===== src/rtl/systolic_pe.sv =====
// systolic_pe
// Processing element for an output-stationary systolic matrix multiplier.
// Operands arrive from the left and top neighbours, are multiplied and
// accumulated locally, and are forwarded right/down one cycle later.
// Finished tile results leave through a per-column drain shift chain:
// a drain pulse emits this PE's own result and then passes the ROW
// words coming from the PEs above, while MACs continue into a fresh
// accumulator so the next tile never stalls.
module systolic_pe #(
    parameter int WIDTH     = 8,
    parameter int ACC_WIDTH = 2*WIDTH+4,
    parameter bit SIGNED    = 1'b1,
    parameter bit SATURATE  = 1'b1,
    parameter int ROW       = 0
) (
    input  logic                 clock,
    input  logic                 reset,
    input  logic                 clear,
    input  logic [WIDTH-1:0]     inp_left,
    input  logic                 inp_valid_left,
    input  logic [WIDTH-1:0]     inp_top,
    input  logic                 inp_valid_top,
    output logic [WIDTH-1:0]     out_right,
    output logic                 out_valid_right,
    output logic [WIDTH-1:0]     out_bottom,
    output logic                 out_valid_bottom,
    input  logic                 drain,
    input  logic [ACC_WIDTH-1:0] drain_in,
    input  logic                 drain_in_valid,
    output logic [ACC_WIDTH-1:0] drain_out,
    output logic                 drain_out_valid,
    output logic                 overflow,
    output logic                 busy
);

    // Product width and the one-bit-wider adder width that holds any
    // sum of an accumulator value and a product exactly.
    localparam int PROD_W = 2*WIDTH;
    localparam int EXT_W  = ACC_WIDTH + 1;
    // Pass counter needs at least one bit even when ROW is zero.
    localparam int CNT_W  = (ROW > 0) ? $clog2(ROW + 1) : 1;

    localparam logic [CNT_W-1:0] ROW_CNT = CNT_W'(ROW);
    localparam logic [CNT_W-1:0] CNT_ONE = CNT_W'(1);

    localparam logic [0:0] ST_RUN   = 1'b0;
    localparam logic [0:0] ST_DRAIN = 1'b1;

    // ------------------------------------------------------------------
    // Arithmetic helpers
    // ------------------------------------------------------------------

    // Extend an operand to product width according to signedness.
    function automatic logic [PROD_W-1:0] extend_operand(input logic [WIDTH-1:0] v);
        logic [PROD_W-1:0] r;
        if (SIGNED) begin
            r = {{WIDTH{v[WIDTH-1]}}, v};
        end else begin
            r = {{WIDTH{1'b0}}, v};
        end
        return r;
    endfunction

    // Extend the accumulator by one guard bit according to signedness.
    function automatic logic [EXT_W-1:0] extend_acc(input logic [ACC_WIDTH-1:0] v);
        logic [EXT_W-1:0] r;
        if (SIGNED) begin
            r = {v[ACC_WIDTH-1], v};
        end else begin
            r = {1'b0, v};
        end
        return r;
    endfunction

    // Extend the product to adder width according to signedness.
    function automatic logic [EXT_W-1:0] extend_prod(input logic [PROD_W-1:0] p);
        logic [EXT_W-1:0] r;
        if (SIGNED) begin
            r = {{(EXT_W-PROD_W){p[PROD_W-1]}}, p};
        end else begin
            r = {{(EXT_W-PROD_W){1'b0}}, p};
        end
        return r;
    endfunction

    // The exact sum lies outside the accumulator range when the guard bit
    // disagrees with the accumulator sign bit (signed) or is set (unsigned).
    function automatic logic sum_overflows(input logic [EXT_W-1:0] s);
        logic r;
        if (SIGNED) begin
            r = s[EXT_W-1] ^ s[EXT_W-2];
        end else begin
            r = s[EXT_W-1];
        end
        return r;
    endfunction

    // Clamp value for an out-of-range sum; neg selects the signed minimum.
    function automatic logic [ACC_WIDTH-1:0] clamp_value(input logic neg);
        logic [ACC_WIDTH-1:0] r;
        if (!SIGNED) begin
            r = {ACC_WIDTH{1'b1}};
        end else if (neg) begin
            r = {1'b1, {(ACC_WIDTH-1){1'b0}}};
        end else begin
            r = {1'b0, {(ACC_WIDTH-1){1'b1}}};
        end
        return r;
    endfunction

    // ------------------------------------------------------------------
    // State
    // ------------------------------------------------------------------
    logic [ACC_WIDTH-1:0] acc_r;
    logic                 overflow_r;
    logic [0:0]           state_r;
    logic [CNT_W-1:0]     cnt_r;
    logic                 busy_r;
    logic [ACC_WIDTH-1:0] drain_out_r;
    logic                 drain_out_valid_r;
    logic [WIDTH-1:0]     out_right_r;
    logic                 out_valid_right_r;
    logic [WIDTH-1:0]     out_bottom_r;
    logic                 out_valid_bottom_r;

    // ------------------------------------------------------------------
    // Datapath
    // ------------------------------------------------------------------
    logic                 mac_s;
    logic [PROD_W-1:0]    left_ext_s;
    logic [PROD_W-1:0]    top_ext_s;
    logic [PROD_W-1:0]    product_s;
    logic [EXT_W-1:0]     prod_ext_s;
    logic [EXT_W-1:0]     sum_s;
    logic                 sum_ovf_s;
    logic [ACC_WIDTH-1:0] mac_result_s;
    logic [ACC_WIDTH-1:0] fresh_s;
    logic                 start_drain_s;

    assign mac_s      = inp_valid_left & inp_valid_top;
    assign left_ext_s = extend_operand(inp_left);
    assign top_ext_s  = extend_operand(inp_top);
    // Low PROD_W bits of the extended multiply are the exact product in
    // both signed and unsigned mode.
    assign product_s  = left_ext_s * top_ext_s;
    assign prod_ext_s = extend_prod(product_s);
    assign sum_s      = extend_acc(acc_r) + prod_ext_s;
    assign sum_ovf_s  = sum_overflows(sum_s);

    // The product always fits in ACC_WIDTH, so a fresh accumulator is
    // just the low bits of the extended product.
    assign fresh_s    = mac_s ? prod_ext_s[ACC_WIDTH-1:0] : {ACC_WIDTH{1'b0}};

    assign start_drain_s = (state_r == ST_RUN) && drain;

    // Select wrapped or clamped accumulation result.
    always_comb begin
        mac_result_s = sum_s[ACC_WIDTH-1:0];
        if (sum_ovf_s && SATURATE) begin
            mac_result_s = clamp_value(sum_s[EXT_W-1]);
        end else begin
            mac_result_s = sum_s[ACC_WIDTH-1:0];
        end
    end

    // Next accumulator and sticky overflow: drain or clear restart the tile.
    logic [ACC_WIDTH-1:0] acc_nxt_s;
    logic                 overflow_nxt_s;

    always_comb begin
        acc_nxt_s      = acc_r;
        overflow_nxt_s = overflow_r;
        if (start_drain_s || clear) begin
            acc_nxt_s      = fresh_s;
            overflow_nxt_s = 1'b0;
        end else if (mac_s) begin
            acc_nxt_s      = mac_result_s;
            overflow_nxt_s = overflow_r | sum_ovf_s;
        end else begin
            acc_nxt_s      = acc_r;
            overflow_nxt_s = overflow_r;
        end
    end

    // ------------------------------------------------------------------
    // Drain FSM
    // ------------------------------------------------------------------
    logic [0:0]           state_nxt_s;
    logic [CNT_W-1:0]     cnt_nxt_s;
    logic [ACC_WIDTH-1:0] drain_out_nxt_s;
    logic                 drain_out_valid_nxt_s;

    // Emit own result on a drain pulse, then pass ROW upstream words.
    always_comb begin
        state_nxt_s           = state_r;
        cnt_nxt_s             = cnt_r;
        drain_out_nxt_s       = drain_out_r;
        drain_out_valid_nxt_s = 1'b0;
        case (state_r)
            ST_RUN: begin
                if (drain) begin
                    drain_out_nxt_s       = acc_r;
                    drain_out_valid_nxt_s = 1'b1;
                    cnt_nxt_s             = ROW_CNT;
                    state_nxt_s           = (ROW > 0) ? ST_DRAIN : ST_RUN;
                end else begin
                    drain_out_valid_nxt_s = 1'b0;
                end
            end
            ST_DRAIN: begin
                drain_out_nxt_s       = drain_in;
                drain_out_valid_nxt_s = drain_in_valid;
                cnt_nxt_s             = cnt_r - CNT_ONE;
                if (cnt_r <= CNT_ONE) begin
                    state_nxt_s = ST_RUN;
                end else begin
                    state_nxt_s = ST_DRAIN;
                end
            end
            default: begin
                state_nxt_s           = ST_RUN;
                cnt_nxt_s             = {CNT_W{1'b0}};
                drain_out_valid_nxt_s = 1'b0;
            end
        endcase
    end

    // ------------------------------------------------------------------
    // Registers
    // ------------------------------------------------------------------

    // Accumulator and sticky overflow flag.
    always_ff @(posedge clock or posedge reset) begin
        if (reset) begin
            acc_r      <= {ACC_WIDTH{1'b0}};
            overflow_r <= 1'b0;
        end else begin
            acc_r      <= acc_nxt_s;
            overflow_r <= overflow_nxt_s;
        end
    end

    // Drain FSM state, pass counter, busy flag and drain chain output.
    always_ff @(posedge clock or posedge reset) begin
        if (reset) begin
            state_r           <= ST_RUN;
            cnt_r             <= {CNT_W{1'b0}};
            busy_r            <= 1'b0;
            drain_out_r       <= {ACC_WIDTH{1'b0}};
            drain_out_valid_r <= 1'b0;
        end else begin
            state_r           <= state_nxt_s;
            cnt_r             <= cnt_nxt_s;
            busy_r            <= (state_nxt_s == ST_DRAIN);
            drain_out_r       <= drain_out_nxt_s;
            drain_out_valid_r <= drain_out_valid_nxt_s;
        end
    end

    // Operand forwarding: unconditional one-cycle copy of data and valids.
    always_ff @(posedge clock or posedge reset) begin
        if (reset) begin
            out_right_r        <= {WIDTH{1'b0}};
            out_valid_right_r  <= 1'b0;
            out_bottom_r       <= {WIDTH{1'b0}};
            out_valid_bottom_r <= 1'b0;
        end else begin
            out_right_r        <= inp_left;
            out_valid_right_r  <= inp_valid_left;
            out_bottom_r       <= inp_top;
            out_valid_bottom_r <= inp_valid_top;
        end
    end

    assign out_right        = out_right_r;
    assign out_valid_right  = out_valid_right_r;
    assign out_bottom       = out_bottom_r;
    assign out_valid_bottom = out_valid_bottom_r;
    assign drain_out        = drain_out_r;
    assign drain_out_valid  = drain_out_valid_r;
    assign overflow         = overflow_r;
    assign busy             = busy_r;

endmodule


===== config.mk =====
export PLATFORM = sky130hd
export DESIGN_NAME = systolic_pe
export DESIGN_NICKNAME = d
export VERILOG_FILES = /design/src/rtl/systolic_pe.sv
export SDC_FILE = /design/constraint.sdc
export NUM_CORES = 1
export LEC_CHECK = 0
export CAP_MARGIN = 20
export CELL_PAD_IN_SITES_DETAIL_PLACEMENT = 0
export CELL_PAD_IN_SITES_GLOBAL_PLACEMENT = 2
export CORE_MARGIN = 1
export CORE_UTILIZATION = 38
export CTS_CLUSTER_DIAMETER = 120
export DETAILED_ROUTE_END_ITERATION = 8
export PLACE_DENSITY_LB_ADDON = 0.1
export SYNTH_ARGS = -nofsm -noshare
export SYNTH_HDL_FRONTEND = slang
export SYNTH_SLANG_ARGS = --single-unit
export TNS_END_PERCENT = 30

===== constraint.sdc =====
create_clock -name clock -period 5.55 [get_ports clock]
set_input_delay 1.11 -clock clock [delete_from_list [all_inputs] [get_ports clock]]
set_output_delay 1.11 -clock clock [all_outputs]
set_load 0.005 [all_outputs]

# Yosys cells after proc, flatten, opt, wreduce, memory -nomap -nowiden
# Cells that the tools add are included.
[word_totals]
word_cells = 37
out_inout_bits = 41
reg_bits = 62
in_bits = 43
[op_classes]
bitwise = 4
mul = 1
addsub = 2
magnitude_cmp = 1
eq_ne = 1
n_mux = 15
reduce_logical = 3
[ops]
columns = ["operator", "count"]
rows = [
  ["20-bit two-way mux", 6],
  ["20-bit case mux with 2 select lines", 1],
  ["20-bit by 16-bit adder with 21-bit output", 1],
  ["8-bit by 8-bit multiplier with 16-bit output", 1],
  ["1-bit case mux with 2 select lines", 3],
  ["1-bit two-way mux", 5],
  ["2-bit != test (second input constant)", 1],
  ["2-bit nonzero test", 1],
  ["1-bit AND", 1],
  ["1-bit less-or-equal comparator (second input constant)", 1],
  ["1-bit logical AND", 1],
  ["1-bit logical OR", 1],
  ["1-bit inverter", 1],
  ["1-bit bitwise OR", 1],
  ["1-bit subtractor (second input constant)", 1],
  ["1-bit XOR", 1],
]

# Depth between registers and ports, before layout
# Gate-level depths: netlist of run 1.
[logic_depth]
ltp_word = 6
mapped_depth = 28
mapped_depth_nobuf = 26

# Worst setup path after synthesis of run 1
# OpenSTA, ideal clock, no wires.
[synth_path]
path_kind = "input -> register"
start = "input inp_top[4]"
end = "register acc_r[11]"
path_stages = 25
setup_ns = 0.087
path_buffers = 0
required_time_ns = 5.463
t_arrival_ns = 7.014
path_slack_ns = -1.551
path_cell_list = "and2_1 -> fa_1 -> inv_1 -> fa_1 -> inv_1 -> fa_1 -> inv_1 -> fa_1 -> inv_1 -> ha_1 -> o21ai_0 -> o21ai_0 -> a31oi_1 -> o21ai_0 -> o21ai_0 -> xnor2_1 -> ha_1 -> a21o_1 -> a21oi_1 -> nor2b_1 -> or3_1 -> nor2_4 -> xnor2_2 -> or3b_1 -> a22oi_1"
[synth_via]
elab_chain_len = 6
elab_cells_between_ends = 8
cone_classes = "1 x add/sub; 1 x mul; 5 x mux; 1 x bitwise"
[synth_lines]
columns = ["item", "line_no", "rtl"]
rows = [
  ["from (decl)", "21", "input logic [WIDTH-1:0] inp_top,"],
  ["8-bit by 8-bit multiplier with 16-bit output (*)", "145", "assign product_s = left_ext_s * top_ext_s;"],
  ["20-bit by 16-bit adder with 21-bit output", "147", "assign sum_s = extend_acc(acc_r) + prod_ext_s;"],
  ["20-bit two-way mux or 1-bit XOR (tied branches)", "103, 91", ""],
  ["20-bit two-way mux", "159", "if (sum_ovf_s && SATURATE) begin"],
  ["20-bit two-way mux", "176", "end else if (mac_s) begin"],
  ["20-bit two-way mux (*)", "173", "if (start_drain_s || clear) begin"],
  ["to (signal assigned)", "235", "acc_r <= {ACC_WIDTH{1'b0}};"],
  ["to (signal assigned)", "238", "acc_r <= acc_nxt_s;"],
  ["to (decl)", "114", "logic [ACC_WIDTH-1:0] acc_r;"],
]
# Mark *: on every way between the ends. The rest lies on a longest branch, timed or not. The select of a mux whose other input is x is not followed.
# A chain may end at the register's enable or synchronous reset.

# Worst setup path in the final report of run 1
[layout_path]
start = "input inp_top[2]"
end = "register acc_r[11]"
# The elaborated chain is that of the path after synthesis.

==> results of run 1 <==
## per-stage QoR
stage               hold slack (ns)  cell area, µm²
floorplan                     0.472            6140
global placement              0.478            7730
detailed placement            0.493            7730
CTS                           0.506            8400
global route                  0.517            8650
finish                        0.494            8650
## worst register-to-register path, delay by kind of cell, from the launching register on
kind / cells / cell delay [ns]
compound gates: 4 / 0.79
fa+ha+maj: 2 / 0.70
buf+inv: 2 / 0.32
simple gates: 3 / 0.60
xor+xnor: 1 / 0.17
flops: 1 / 0.40
## sequential cells by signal, summed over array words and instances (netlist names)
register and flops:
drain_out 20, out_bottom 8, acc_r 20, out_right 8, overflow 1, out_valid_right 1, out_valid_bottom 1, drain_out_valid 1
## path summary, 6_finish.rpt
path                            startpoint      endpoint  slack, ns  cells after the start
worst max-delay path            inp_top[2]     acc_r[11]      -0.90                     26
worst min-delay path              overflow      overflow       0.49                      1
worst max register to register    acc_r[0]     acc_r[16]       2.49                     12
worst min register to register    overflow      overflow       0.49                      1
max in group asynchronous            reset  out_right[5]       3.69                      3
min in group asynchronous            reset  drain_out[1]       1.34                      3
## logic make-up after synthesis
group           Yosys count
flops                    60
fa+ha+maj               109
mux                      23
other cells               1
buf+inv                 105
compound gates          131
simple gates            164
xor+xnor                 30
## layout by cell type (no fill, tap or decap), types with 6 or more instances in the layout
master	Yosys	routed
sky130_fd_sc_hd__a21o_1	9	9
sky130_fd_sc_hd__a21oi_1	39	27
sky130_fd_sc_hd__a21oi_2	1	11
sky130_fd_sc_hd__and2_1	48	39
sky130_fd_sc_hd__and2_4	0	9
sky130_fd_sc_hd__buf_4	1	135
sky130_fd_sc_hd__buf_6	1	13
sky130_fd_sc_hd__clkbuf_16	0	9
sky130_fd_sc_hd__clkdlybuf4s50_1	0	45
sky130_fd_sc_hd__dfrtp_1	60	60
sky130_fd_sc_hd__fa_1	56	54
sky130_fd_sc_hd__ha_1	53	38
sky130_fd_sc_hd__ha_4	0	15
sky130_fd_sc_hd__inv_1	94	82
sky130_fd_sc_hd__inv_2	0	12
sky130_fd_sc_hd__mux2_2	21	21
sky130_fd_sc_hd__nand2_1	50	45
sky130_fd_sc_hd__nor2_1	19	17
sky130_fd_sc_hd__nor2b_1	8	7
sky130_fd_sc_hd__nor3_1	14	13
sky130_fd_sc_hd__o21ai_0	35	20
sky130_fd_sc_hd__o21ai_1	5	11
sky130_fd_sc_hd__o21ai_2	2	6
sky130_fd_sc_hd__xnor2_1	20	18
sky130_fd_sc_hd__xor2_1	9	8
## what timing repair did
item	CTS	global route
pin swaps	64	33
setup endpoints to repair	21	21
gates resized for setup	151	26
hold buffers	0	0
buffers inserted	11	18
## cell type report
| type | instances | area [µm²] |
|---|---|---|
| clock buffer | 9 | 225 |
| clock inverter | 7 | 91.3 |
| fill | 1346 | 6550 |
| inverter | 94 | 353 |
| multi-input combinational | 458 | 4590 |
| sequential | 60 | 1500 |
| tap | 188 | 235 |
| timing repair buffer | 199 | 1660 |
## layer usage
layer / share of wire [%] / vias to the layer above
met5: 0 / -
li1: - / 2460
met1: 44 / 2411
met3: 2.6 / 22
met2: 52 / 83
met4: 2.1 / 0
==> impl_metrics.ini, run 1 <==
[global_route]
gr-usage-met2_pct = 37.0
grt_max_degree = 61
grt_usage_pct = 20.5
groute.layer.met3.usage_pct = 3.16
first_global_vias = 5299
grt.busiest_layer = met2
grt_overflow = 0
global_route.usage.met1_pct = 24.1
number_of_antenna_violations_at_the_first_check_in_global_routing = 0
grt_pass1_wl_mm = 25.6

[logic_synthesis]
yosysMostFrequentCell = sky130_fd_sc_hd__inv_1
synth_edf_count = 0
synthesis.area_per_instance_um2 = 9.53
post_synth_and_or_nand_nor_area_fraction_pct = 14.4
synth-xor-area-share_pct = 4.55
warnings_from_yosys = 0
synth.distinct_cells = 57
seq_area_frac_synth_pct = 25.3
netlist_instances = 623
netlist_top_cells_count = 94 x sky130_fd_sc_hd__inv_1, 60 x sky130_fd_sc_hd__dfrtp_1, 56 x sky130_fd_sc_hd__fa_1, 53 x sky130_fd_sc_hd__ha_1, 50 x sky130_fd_sc_hd__nand2_1
synthDominantAreaCellType = sky130_fd_sc_hd__dfrtp_1
synth_compound_area_share_pct = 14.1
synth-main-ff-cell = sky130_fd_sc_hd__dfrtp_1
synth.area.mux_share_pct = 4.53
seq_cells_post_synth = 60
synthAdderAreaFrac_pct = 30.1
post_synth_net_total = 775
synth_area_leaders = sky130_fd_sc_hd__dfrtp_1 25%, sky130_fd_sc_hd__fa_1 19%, sky130_fd_sc_hd__ha_1 11%
syn-cell-area_um2 = 5930
ys_async_rst_share_pct = 100
synth_top_family_by_area = adder cells
share_of_yosys_cell_area_claimed_by_the_top_area_cell_type_pct = 25.3

[clock_network]
tritoncts_num_sinks = 60
insertion_delay_ns = 0.34
cts-buffers-inserted = 9
cts_root_buf = sky130_fd_sc_hd__clkbuf_16
clk_pin_slew_ns = 0.06
htreeDepth = 3
tritoncts = done
clk_path_buf_depth = 2

[place]
pre_cts_ws_ns = -2.07
detailed_place_hpwl_mm = 11.9
gp_congestion = 0.861
numPortBuffers = 61
numPlacedInstances = 969

[final_layout]
post-route-util_pct = 56.9
final_cells = 1015
antenna_cells = 0
nNetsFinal = 974
layout-area-overhead-vs-synth_pct = 45.8
drive_above_1_share_pct = 35.2

[die]
die-width_um = 127
die_h_um = 127
die_area_um2 = 16100
coreArea_um2 = 15200
core.rowCount = 45
start_util_pct = 39.0
top_level_ports = 84

[timing]
report.final.setup_viol = 21
fin_worst_skew_ns = 0.00616
timing.final.crit_period_ns = 6.45
final.setup.tns_ns = -17.14
worst_setup_margin_ns = -0.899
worst_slew_pin_slew_ns = 0.806
report.final.hold_viol_count = 0
rsz_0062_raised_after_global_routing = yes
timing.final.crit_share_pct = 116
worst_slew_margin_rel_pct = 46.3
drv_slew = 0
clock.fmax_mhz = 155

[critical_path]
cp_num_buf_inv = 6
timing.critical_path.max_delay_family = adder cells
critical_path.most_common_cell = sky130_fd_sc_hd__fa_1
slowest_stage = sky130_fd_sc_hd__fa_1
cp-end-kind = flip-flop
worst-endpoint-arrival_ns = 6.71
critical_path_startpoint_category = input port
largest_stage_delay_worst_path_ns = 0.53
path_max_fanout = 5
cp.required_ns = 5.81
setup.worst_path.class = in -> reg

[flow_run]
count_of_maximum_capacitance_violations = 0

[outcome]
outcome = finished with violations
failed_checks = setup timing

[routing]
dr_total_vias = 4976
remaining_drc_errors = 0
drt-pass1-iter-count = 4
final_ant_viol_nets = 0
vias_per_cell = 4.90
detail_route.wl_per_cell_um = 15.0
dr.first_iter.drc_count = 131
route.final.wire_length_mm = 15.2

[worst_hold_path]
worst_min_delay_path_category = reg -> reg
Power of run 1 is left out: the tool's default activity adds up to more than one toggle a clock period on the data nets, which glitch-free logic cannot reach.
==> inputs of run 2 (changes only) <==
--- a/config.mk
+++ b/config.mk
@@ -12,6 +12,7 @@
 export CORE_UTILIZATION = 38
 export CTS_CLUSTER_DIAMETER = 120
 export DETAILED_ROUTE_END_ITERATION = 8
+export GPL_TIMING_DRIVEN = 0
 export PLACE_DENSITY_LB_ADDON = 0.1
 export SYNTH_ARGS = -nofsm -noshare
 export SYNTH_HDL_FRONTEND = slang
==> impl_metrics.ini, run 2 (synthesized netlist as in run 1, its figures left out) <==
[outcome]
outcome = finished with violations
failed_checks = setup timing

[critical_path]
worst_flop_to_flop_path_startpoint = acc_r[0]
critical_path_startpoint_category = input port
path_max_fanout = 9
critical_path.most_common_cell = sky130_fd_sc_hd__inv_2
cp_num_buf_inv = 8
worstRegToRegCells = 10
cp.required_ns = 5.76
worst-endpoint-arrival_ns = 6.81
setup.reg_to_reg.worst_slack_ns = 2.46
timing.critical_path.max_delay_family = adder cells
critical_path_depth = 30
timing.rr.end = acc_r[14]
timing_startpoint_of_the_critical_path = inp_top[1]
largest_stage_delay_worst_path_ns = 0.51
setup.worst_path.class = in -> reg
slowest_stage = sky130_fd_sc_hd__fa_1
cp-end-kind = flip-flop

[timing]
worst_slew_margin_rel_pct = 48.7
worst_slew_pin_slew_ns = 0.767
drv_slew = 0
report.final.setup_viol = 21
timing.final.crit_period_ns = 6.60
report.final.hold_viol_count = 0
clock.fmax_mhz = 151
worst_hold_slack_ns = 0.505
timing.final.crit_share_pct = 119
worst_setup_margin_ns = -1.05
fin_worst_skew_ns = 0.00943
rsz_0062_raised_after_global_routing = yes

[clock_network]
clk_pin_slew_ns = 0.06
cts_root_buf = sky130_fd_sc_hd__clkbuf_16
clk_path_buf_depth = 2
insertion_delay_ns = 0.33
cts-buffers-inserted = 9
tritoncts_num_sinks = 60
htreeDepth = 3
tritoncts = done

[place]
detailed_place_hpwl_mm = 11.3
numPortBuffers = 61
pre_cts_ws_ns = -2.41
gp_congestion = 0.803

[worst_hold_path]
worst_min_delay_path_category = reg -> reg
hold_path_startpoint = drain_out[3]
timing.hold.worst_endpoint = drain_out[3]
hold_depth = 1

[final_layout]
multiInputGateArea_um2 = 4610
antenna_cells = 0
final.fill_count = 1372
layout_commonest_cell = sky130_fd_sc_hd__inv_1
layout-area-overhead-vs-synth_pct = 36.9
layout.cells.most_common_list = 77 x sky130_fd_sc_hd__inv_1, 60 x sky130_fd_sc_hd__dfrtp_1, 53 x sky130_fd_sc_hd__fa_1
drive_above_1_share_pct = 27.4
post-route-util_pct = 53.4
final-seq-area_um2 = 1500
nNetsFinal = 889

[die]
core.rowCount = 45
die_area_um2 = 16100
start_util_pct = 39.0
coreArea_um2 = 15200
die-width_um = 127
top_level_ports = 84
die_h_um = 127

[global_route]
grt_overflow = 0
grt_usage_pct = 19.9
number_of_antenna_violations_at_the_first_check_in_global_routing = 0
grt_pass1_wl_mm = 24.8
first_global_vias = 4882
grt_max_degree = 36

[routing]
dr.first_iter.drc_count = 164
route.final.wire_length_mm = 15.3
drt-pass1-iter-count = 4
remaining_drc_errors = 0
dr_total_vias = 4668
vias_per_cell = 5.02
final_ant_viol_nets = 0
detail_route.wl_per_cell_um = 16.4

[flow_run]
count_of_maximum_capacitance_violations = 0
[run 2: cell types whose count changed in the layout (fill, tap and decap cells not counted), moves of 4 or more]
cell / before / now
sky130_fd_sc_hd__a21oi_1: 27 / 31
sky130_fd_sc_hd__a21oi_2: 11 / 6
sky130_fd_sc_hd__and2_1: 39 / 35
sky130_fd_sc_hd__and2_4: 9 / 13
sky130_fd_sc_hd__buf_12: 0 / 5
sky130_fd_sc_hd__buf_4: 135 / 39
sky130_fd_sc_hd__clkbuf_1: 0 / 5
sky130_fd_sc_hd__inv_1: 82 / 77
sky130_fd_sc_hd__inv_2: 12 / 17
sky130_fd_sc_hd__nand2_1: 45 / 49
sky130_fd_sc_hd__nand2_2: 5 / 0
[run 2: worst max-delay path by stage]
stage	to
after floorplan	acc_r[11]
after global placement	acc_r[17]
after detailed placement	acc_r[17]
after CTS	acc_r[11]
after global routing	acc_r[1]
final	acc_r[1]
[run 2: routing by layer]
metal	global-route usage, %	wire, µm	vias to the layer above
met1	25.2	6790	2294
met3	3.50	486	8
met4	4.62	138	0
met2	35.4	7870	67
met5	0	0	-
li1	-	-	2299
[run 2: final cells by class]
| class | instances | share of cell area (%) |
|---|---|---|
| clock inverter | 5 | 0.924 |
| sequential | 60 | 18.5 |
| clock buffer | 11 | 2.99 |
| tap | 188 | 2.90 |
| timing repair buffer | 103 | 12.9 |
| inverter | 94 | 4.34 |
| multi-input combinational | 459 | 56.7 |
| buffer | 10 | 0.785 |
[run 2: stage by stage]
step,TNS (ns),cell area (µm²),instances
2_1_floorplan,-18.31,6140,623
3_3_place_gp,-46.76,6980,872
3_5_place_dp,-47.41,7010,874
4_1_cts,-19.21,7760,915
5_1_grt,-23.58,8120,930
6_report,-20.21,8120,930
[run 2: what timing repair did]
action	4_1_cts	5_1_grt
hold buffers	0	0
endpoints found under the setup margin	21	21
gates cloned	3	2
pin swaps	56	42
buffers inserted	23	13
gates resized for setup	157	53
Power of run 2 is left out for the same reason.
==> inputs of run 3 (changes only) <==
==> config.mk (replaced) <==
export PLATFORM = sky130hd
export DESIGN_NAME = systolic_pe
export DESIGN_NICKNAME = d
export VERILOG_FILES = /design/src/rtl/systolic_pe.sv
export SDC_FILE = /design/constraint.sdc
export NUM_CORES = 1
export LEC_CHECK = 0
export CAP_MARGIN = 20
export CORE_MARGIN = 1
export CORE_UTILIZATION = 60
export CTS_CLUSTER_DIAMETER = 120
export DETAILED_ROUTE_END_ITERATION = 8
export GPL_TIMING_DRIVEN = 0
export PLACE_DENSITY = 0.87
export SYNTH_ARGS = -nofsm -noshare
export SYNTH_HDL_FRONTEND = slang
export SYNTH_SLANG_ARGS = --single-unit
export TNS_END_PERCENT = 100
==> impl_metrics.ini, run 3 (synthesized netlist as in run 1, its figures left out) <==
[outcome]
outcome = finished with violations
failed_checks = setup timing

[die]
top_level_ports = 84
start_util_pct = 63.0
die-width_um = 101
core.rowCount = 35
die_area_um2 = 10300
coreArea_um2 = 9420
die_h_um = 101

[global_route]
grt_max_degree = 34
grt_pass1_wl_mm = 24.8
number_of_antenna_violations_at_the_first_check_in_global_routing = 0
grt_overflow = 0
grt_usage_pct = 31.7
first_global_vias = 5268

[clock_network]
tritoncts_num_sinks = 60
clk_pin_slew_ns = 0.08
htreeDepth = 3
clk_path_buf_depth = 2
cts_root_buf = sky130_fd_sc_hd__clkbuf_8
tritoncts = done
cts.hold.buffers_added = 0
cts-buffers-inserted = 9
insertion_delay_ns = 0.36

[timing]
worst_setup_margin_ns = -1.32
report.final.setup_viol = 21
timing.final.crit_share_pct = 124
rsz_0062_raised_after_global_routing = yes
timing.final.crit_period_ns = 6.87
fin_worst_skew_ns = 0.00508
clock.fmax_mhz = 145
final.setup.tns_ns = -24.98
drv_slew = 0
worst_slew_pin_slew_ns = 0.922
report.final.hold_viol_count = 0
worst_slew_margin_rel_pct = 38.3

[final_layout]
final.fill_count = 491
drive_above_1_share_pct = 27.0
layout.cells.most_common_list = 84 x sky130_fd_sc_hd__inv_1, 60 x sky130_fd_sc_hd__dfrtp_1, 54 x sky130_fd_sc_hd__fa_1
antenna_cells = 0
layout_commonest_cell = sky130_fd_sc_hd__inv_1
nNetsFinal = 887
post-route-util_pct = 83.9
layout-area-overhead-vs-synth_pct = 33.0

[critical_path]
timing_startpoint_of_the_critical_path = inp_left[6]
critical_path_startpoint_category = input port
slowest_stage = sky130_fd_sc_hd__fa_1
largest_stage_delay_worst_path_ns = 0.55
critical_path.most_common_cell = sky130_fd_sc_hd__fa_1
cp-end-kind = flip-flop
worst-endpoint-arrival_ns = 7.15
cp.required_ns = 5.82
setup.worst_path.class = in -> reg
path_max_fanout = 7
worst_flop_to_flop_path_startpoint = acc_r[0]

[routing]
met2_wl_post_dr_mm = 8.61
routed.top_layer = met4
route.met3.wl_mm = 1.40
remaining_drc_errors = 0
route.final.wire_length_mm = 17.8
detail_route.wl_per_cell_um = 20.5
vias_per_cell = 6.25
dr.first_iter.drc_count = 472
drt-pass1-iter-count = 5
wirelength_met1_mm = 6.77
dr_total_vias = 5427
final_ant_viol_nets = 0

[worst_hold_path]
hold_path_startpoint = overflow
worst_min_delay_path_category = reg -> reg

[place]
detailed_place_hpwl_mm = 10.4
numPortBuffers = 61
gp_congestion = 0.929

[flow_run]
count_of_maximum_capacitance_violations = 0
-- run 3: path summary, 6_finish.rpt --
path	end	slack (ns)	cells past startpoint
max	acc_r[11]	-1.32	27
min	overflow	0.51	1
max reg2reg	acc_r[14]	2.07	10
min reg2reg	overflow	0.51	1
max in group asynchronous	out_right[2]	3.78	3
min in group asynchronous	drain_out[14]	1.14	2
-- run 3: cell type report --
class	count	area (µm²)	share of cell area, %
Inverter	94	353	4.47
Clock buffer	9	124	1.57
Multi-Input combinational cell	458	4610	58.3
Buffer	10	63.8	0.808
Sequential cell	60	1500	19.0
Tap cell	129	161	2.04
Timing Repair Buffer	102	1010	12.8
Clock inverter	7	75.1	0.951
-- run 3: timing repair --
item | in CTS | in global routing
resized for setup | 141 | 74
setup endpoints to repair | 21 | 21
pin swaps | 45 | 39
gates cloned | 1 | 0
buffers inserted | 19 | 21
-- run 3: worst max-delay path, delay by kind of cell --
family	cells	cell delay, ns
xor+xnor	2	0.44
simple gates	6	1.10
fa+ha+maj	6	2.69
compound gates	6	1.10
buf+inv	7	0.71
-- run 3: layer usage --
layer / global-route usage [%] / vias up
met5: 0 / -
met4: 16.8 / 0
met3: 3.86 / 123
met2: 51.8 / 364
met1: 41.5 / 2647
li1: - / 2293
-- run 3: per-stage QoR --
step | std cells | cell area (µm²) | worst slack, ns | hold slack (ns)
3_5_place_dp | 815 | 6940 | -2.24 | 0.487
5_1_grt | 869 | 7900 | -1.44 | 0.521
2_1_floorplan | 623 | 6140 | -0.962 | 0.478
6_report | 869 | 7900 | -1.32 | 0.505
3_3_place_gp | 813 | 6910 | -2.13 | 0.478
4_1_cts | 851 | 7440 | -1.16 | 0.504
Power of run 3 is left out for the same reason.
==> patch 1: new RTL, flow settings as in run 2 <==
Change the parameter `SATURATE` from 1'b1 to 1'b0.
--- a/src/rtl/systolic_pe.sv
+++ b/src/rtl/systolic_pe.sv
@@ -11,5 +11,5 @@
     parameter int ACC_WIDTH = 2*WIDTH+4,
     parameter bit SIGNED    = 1'b1,
-    parameter bit SATURATE  = 1'b1,
+    parameter bit SATURATE  = 1'b0,
     parameter int ROW       = 0
 ) (
Check against the original RTL: no difference found for any inputs over 4 cycles, from zero or initial values and one cycle with reset high; that may be too few to reach the edited logic, so the function may still have changed.
==> patch 1 against run 2 <==
The flow still finishes with violations (setup timing); setup slack gained 74 ps; synthesized area shrank 7.2%; routed wire length shrank 18%; cell area shrank 12%; sequential cell count is the same; maximum frequency grew 1.1%; critical path depth shrank 6; synthesized cell count shrank 11%.
==> patch 1: results (changes against run 2) <==
timing:
  setup_slack_ps: -978  # +74.0 ps
  setup_viol: 10  # -52%
  fin_skew_ps: 10.0  # +0.619 ps
  setup_tns_ps: -6570  # +13,650 ps
hold_path:
  whs_path_depth: 2  # +1
  hold_path_startpoint: "overflow"
  hold_end: "overflow"
outcome:
  failed_checks: "setup timing"
  status: "complete, but fails checks"
global_route:
  grt_pass1_vias: 4171  # -15%
  grt_first_pass_wirelength_um: 20900  # -16%
  track_usage_pct: 18.3  # -1.6 points
  grt_max_degree: 41  # +14%
synth:
  ys_seq_area_share_pct: 27.3  # +2.0 points
  synth_area_leaders: "dfrtp_1, fa_1, ha_1"
  synthesis.nets: 703  # -9.3%
  synth_cell_types: 44  # -23%
setup_path:
  cp_max_fo: 7  # -2
  crit_arrival_ps: 6740  # -70 ps
  critPathMaxStageDelay_ps: 570  # +60 ps
placement:
  dp_hpwl_um: 9570  # -15%
  gp_congestion: 0.853  # +6.3%
finish:
  nNetsFinal: 804  # -9.6%
  final_layout_size_suffix_gt1_share_pct: 20.3  # -7.0 points
route:
  dr_total_vias: 4072  # -13%
  wl_per_cell_um: 14.9  # -9.4%
  drt_iter0_markers: 101  # -38%
-- patch 1: cell count changes in the layout (fill, tap and decap cells not counted), moves of 7 or more --
cell / run 2 / this run
and2_4: 13 / 6
a21oi_1: 31 / 22
nand2_1: 49 / 33
buf_4: 39 / 31
ha_4: 15 / 7
inv_1: 77 / 85
inv_2: 17 / 8
-- patch 1: cells by family (layout without fill, tap and decap cells) --
group	Yosys count	in the layout	synth area share, %
xor+xnor	32	32	5.09
compound gates	99	99	11.8
mux	25	25	5.02
buf+inv	100	206	6.89
flops	60	60	27.3
other cells	1	1	0.0681
fa+ha+maj	107	107	32.0
simple gates	129	129	11.9
-- patch 1: metrics by stage --
stage / util (%) / worst slack, ps / std cells / hold WS, ps / area, um2
4_1_cts: 49.7 / -1050 / 828 / 497 / 6960
2_1_floorplan: - / -1080 / 553 / 472 / 5530
5_1_grt: 51.1 / -1170 / 839 / 506 / 7150
3_5_place_dp: 45.6 / -2170 / 795 / 485 / 6380
3_3_place_gp: 45.5 / -2150 / 794 / 475 / 6360
6_report: 51.1 / -978 / 839 / 489 / 7150
-- patch 1: worst reg2reg max path: stages, from the launching register on --
cell,delay (ps)
dfrtp_1,400
ha_1,270
fa_1,440
a211oi_1,410
o21ai_0,240
a221o_2,420
a221o_1,350
a211o_1,370
o31ai_4,190
xor2_1,170
o21ai_1,70
-- patch 1: how the worst max path moves through the flow --
stage / start / endpoint / slack [ps] / depth (start not counted)
6_report: inp_left[5] / overflow / -980 / 24
5_1_grt: inp_left[5] / overflow / -1170 / 24
4_1_cts: inp_top[2] / overflow / -1050 / 24
3_5_place_dp: inp_top[4] / overflow / -2170 / 24
3_3_place_gp: inp_top[4] / overflow / -2150 / 24
2_1_floorplan: inp_left[0] / overflow / -1080 / 22
-- patch 1: final cells by class --
| class | instances | area (um2) |
|---|---|---|
| Buffer | 7 | 30.0 |
| Clock buffer | 12 | 246 |
| Clock inverter | 4 | 72.6 |
| Fill cell | 1342 | 6840 |
| Inverter | 93 | 349 |
| Multi-Input combinational cell | 393 | 3870 |
| Sequential cell | 60 | 1500 |
| Tap cell | 180 | 225 |
| Timing Repair Buffer | 90 | 855 |
-- patch 1: what timing repair did --
action                                  in CTS  in global routing
gates resized for setup                    131                 28
endpoints found under the setup margin      13                 11
buffers inserted                            17                 12
gates cloned                                 0                  0
pin swaps                                   40                 30
-- patch 1: routing by layer --
layer  vias to the layer above  part of all wire (%)  global-route usage, %
met5                         -                     0                      0
met4                         0                   1.1                   5.49
met3                        11                   3.8                   3.76
met2                        79                    48                   30.6
met1                      1974                    48                   23.9
li1                       2008                     -                      -
-- patch 1: where the power goes --
part	switching (mW)	total, mW	internal (mW)
clock network	0.203	0.607	0.404
logic	1.78	3.64	1.86
registers	0.0523	0.574	0.522
total	2.03	4.82	2.79
==> patch 2: new RTL, flow settings as in run 2 <==
Without the edit above. Put one more register stage on the output `drain_out`, with the module's reset. The value now appears one clock later. The other outputs are not delayed to match.
--- a/src/rtl/systolic_pe.sv
+++ b/src/rtl/systolic_pe.sv
@@ -277,5 +277,11 @@
     assign out_bottom       = out_bottom_r;
     assign out_valid_bottom = out_valid_bottom_r;
-    assign drain_out        = drain_out_r;
+    always_ff @(posedge clock or posedge reset) begin
+        if (reset) begin
+            drain_out <= '0;
+        end else begin
+            drain_out <= drain_out_r;
+        end
+    end
     assign drain_out_valid  = drain_out_valid_r;
     assign overflow         = overflow_r;
Formal check against the unedited RTL: not equivalent (Yosys sat finds a counterexample within 4 cycles, from zero or initial values and one cycle with reset high).
==> patch 2 against run 2 <==
The run still ends with setup timing left; die area is 8.8% higher; clock skew is 3.7 ps higher; maximum frequency is 3.9% lower; sequential cell count is 20 higher; setup slack worse by 270 ps; first-iteration DRC count is 3.0% lower; synthesized area is 9.0% higher; cell area is 2.9% higher; routed wire length is 1.7% lower; via count is 1.9% higher; non-clock buffer count is 8 lower; global-route usage is 1.7 points lower; critical endpoint is now acc_r[5].
Power is left out: the tool's default activity adds up to more than one toggle a clock period on the data nets, which glitch-free logic cannot reach.
==> patch 2: results (changes against run 2) <==
route:
  drt_iter0_markers: 159  # -3.0%
  dr_wl_met2_um: 7750  # -1.5%
  routed_wl_um: 15000  # -1.7%
  m1WireLength_um: 6670  # -1.8%
  vias_per_cell: 4.96  # -1.2%
timing:
  setup_viol: 21  # unchanged
  setup_slack_ps: -1320  # -268 ps
  setup_tns_ps: -25670  # -5450 ps
  maxSlewHeadroom_pct: 44.7  # -4.0 points
placement:
  placed_cells: 915  # +4.7%
  gp_congestion: 0.843  # +5.0%
  dp_hpwl_um: 11500  # +2.4%
finish:
  nNetsFinal: 886  # -0.34%
  final_layout_size_suffix_gt1_share_pct: 22.7  # -4.6 points
outcome:
  status: "complete, but fails checks"
  failed_checks: "setup timing"
global_route:
  use_met2_pct: 33.1  # -2.3 points
  met1_usage_pct: 21.8  # -3.4 points
  grt_first_pass_wirelength_um: 25000  # +0.56%
  grt_pass1_vias: 5061  # +3.7%
setup_path:
  crit_arrival_ps: 7090  # +280 ps
synth:
  synthTopCellsByCount: "inv_1, dfrtp_1, fa_1"
  synthesis.nets: 785  # +1.3%
  synth_cell_types: 63  # +11%
cts:
  worst_skew_pair.late_latency_ps: 350  # +20 ps
[patch 2: cell types whose count changed after synthesis, sizes merged, moves of 7 or more]
cell | before | now
nor3 | 14 | 7
a22oi | 10 | 1
nor2 | 22 | 12
nand2 | 50 | 39
inv | 94 | 102
dfrtp | 60 | 80
a21oi | 40 | 28
[patch 2: area by class of cell]
class,instances,area [um2]
buffer,13,96.3
fill,1553,8220
timing repair buffer,92,922
clock buffer,9,225
multi-input combinational,436,4390
tap,220,275
inverter,102,388
clock inverter,7,63.8
sequential,80,2000
[patch 2: worst max-delay path, delay by kind of cell]
family | cells | cell delay, ps
mux | 1 | 340
simple gates | 4 | 510
buf+inv | 8 | 770
compound gates | 9 | 1930
fa+ha+maj | 6 | 2410
[patch 2: final timing paths]
check	start	endpoint	slack (ps)	cells after the start
worst min register to register	drain_out_r[6]	drain_out[6]	360	0
min in group asynchronous	reset	acc_r[10]	1110	2
worst max register to register	acc_r[0]	acc_r[18]	2520	12
worst max-delay path	inp_top[2]	acc_r[5]	-1320	28
worst min-delay path	drain_out_r[6]	drain_out[6]	360	0
max in group asynchronous	reset	drain_out_r[16]	3850	3
[patch 2: kinds of logic (layout without fill, tap and decap cells)]
kind of cell | after synthesis | after routing | share of synthesized area [%]
other cells | 1 | 1 | 0.0580
simple gates | 134 | 134 | 11.0
mux | 25 | 25 | 4.35
compound gates | 136 | 136 | 14.8
fa+ha+maj | 109 | 109 | 27.6
flops | 80 | 80 | 31.0
xor+xnor | 31 | 31 | 4.20
buf+inv | 117 | 223 | 7.04
[patch 2: timing repair]
action                     CTS  global route
gates cloned                 1             0
gates resized for setup    152            21
setup buffers               24             5
setup endpoints to repair   21            21
pin swaps                   34            27
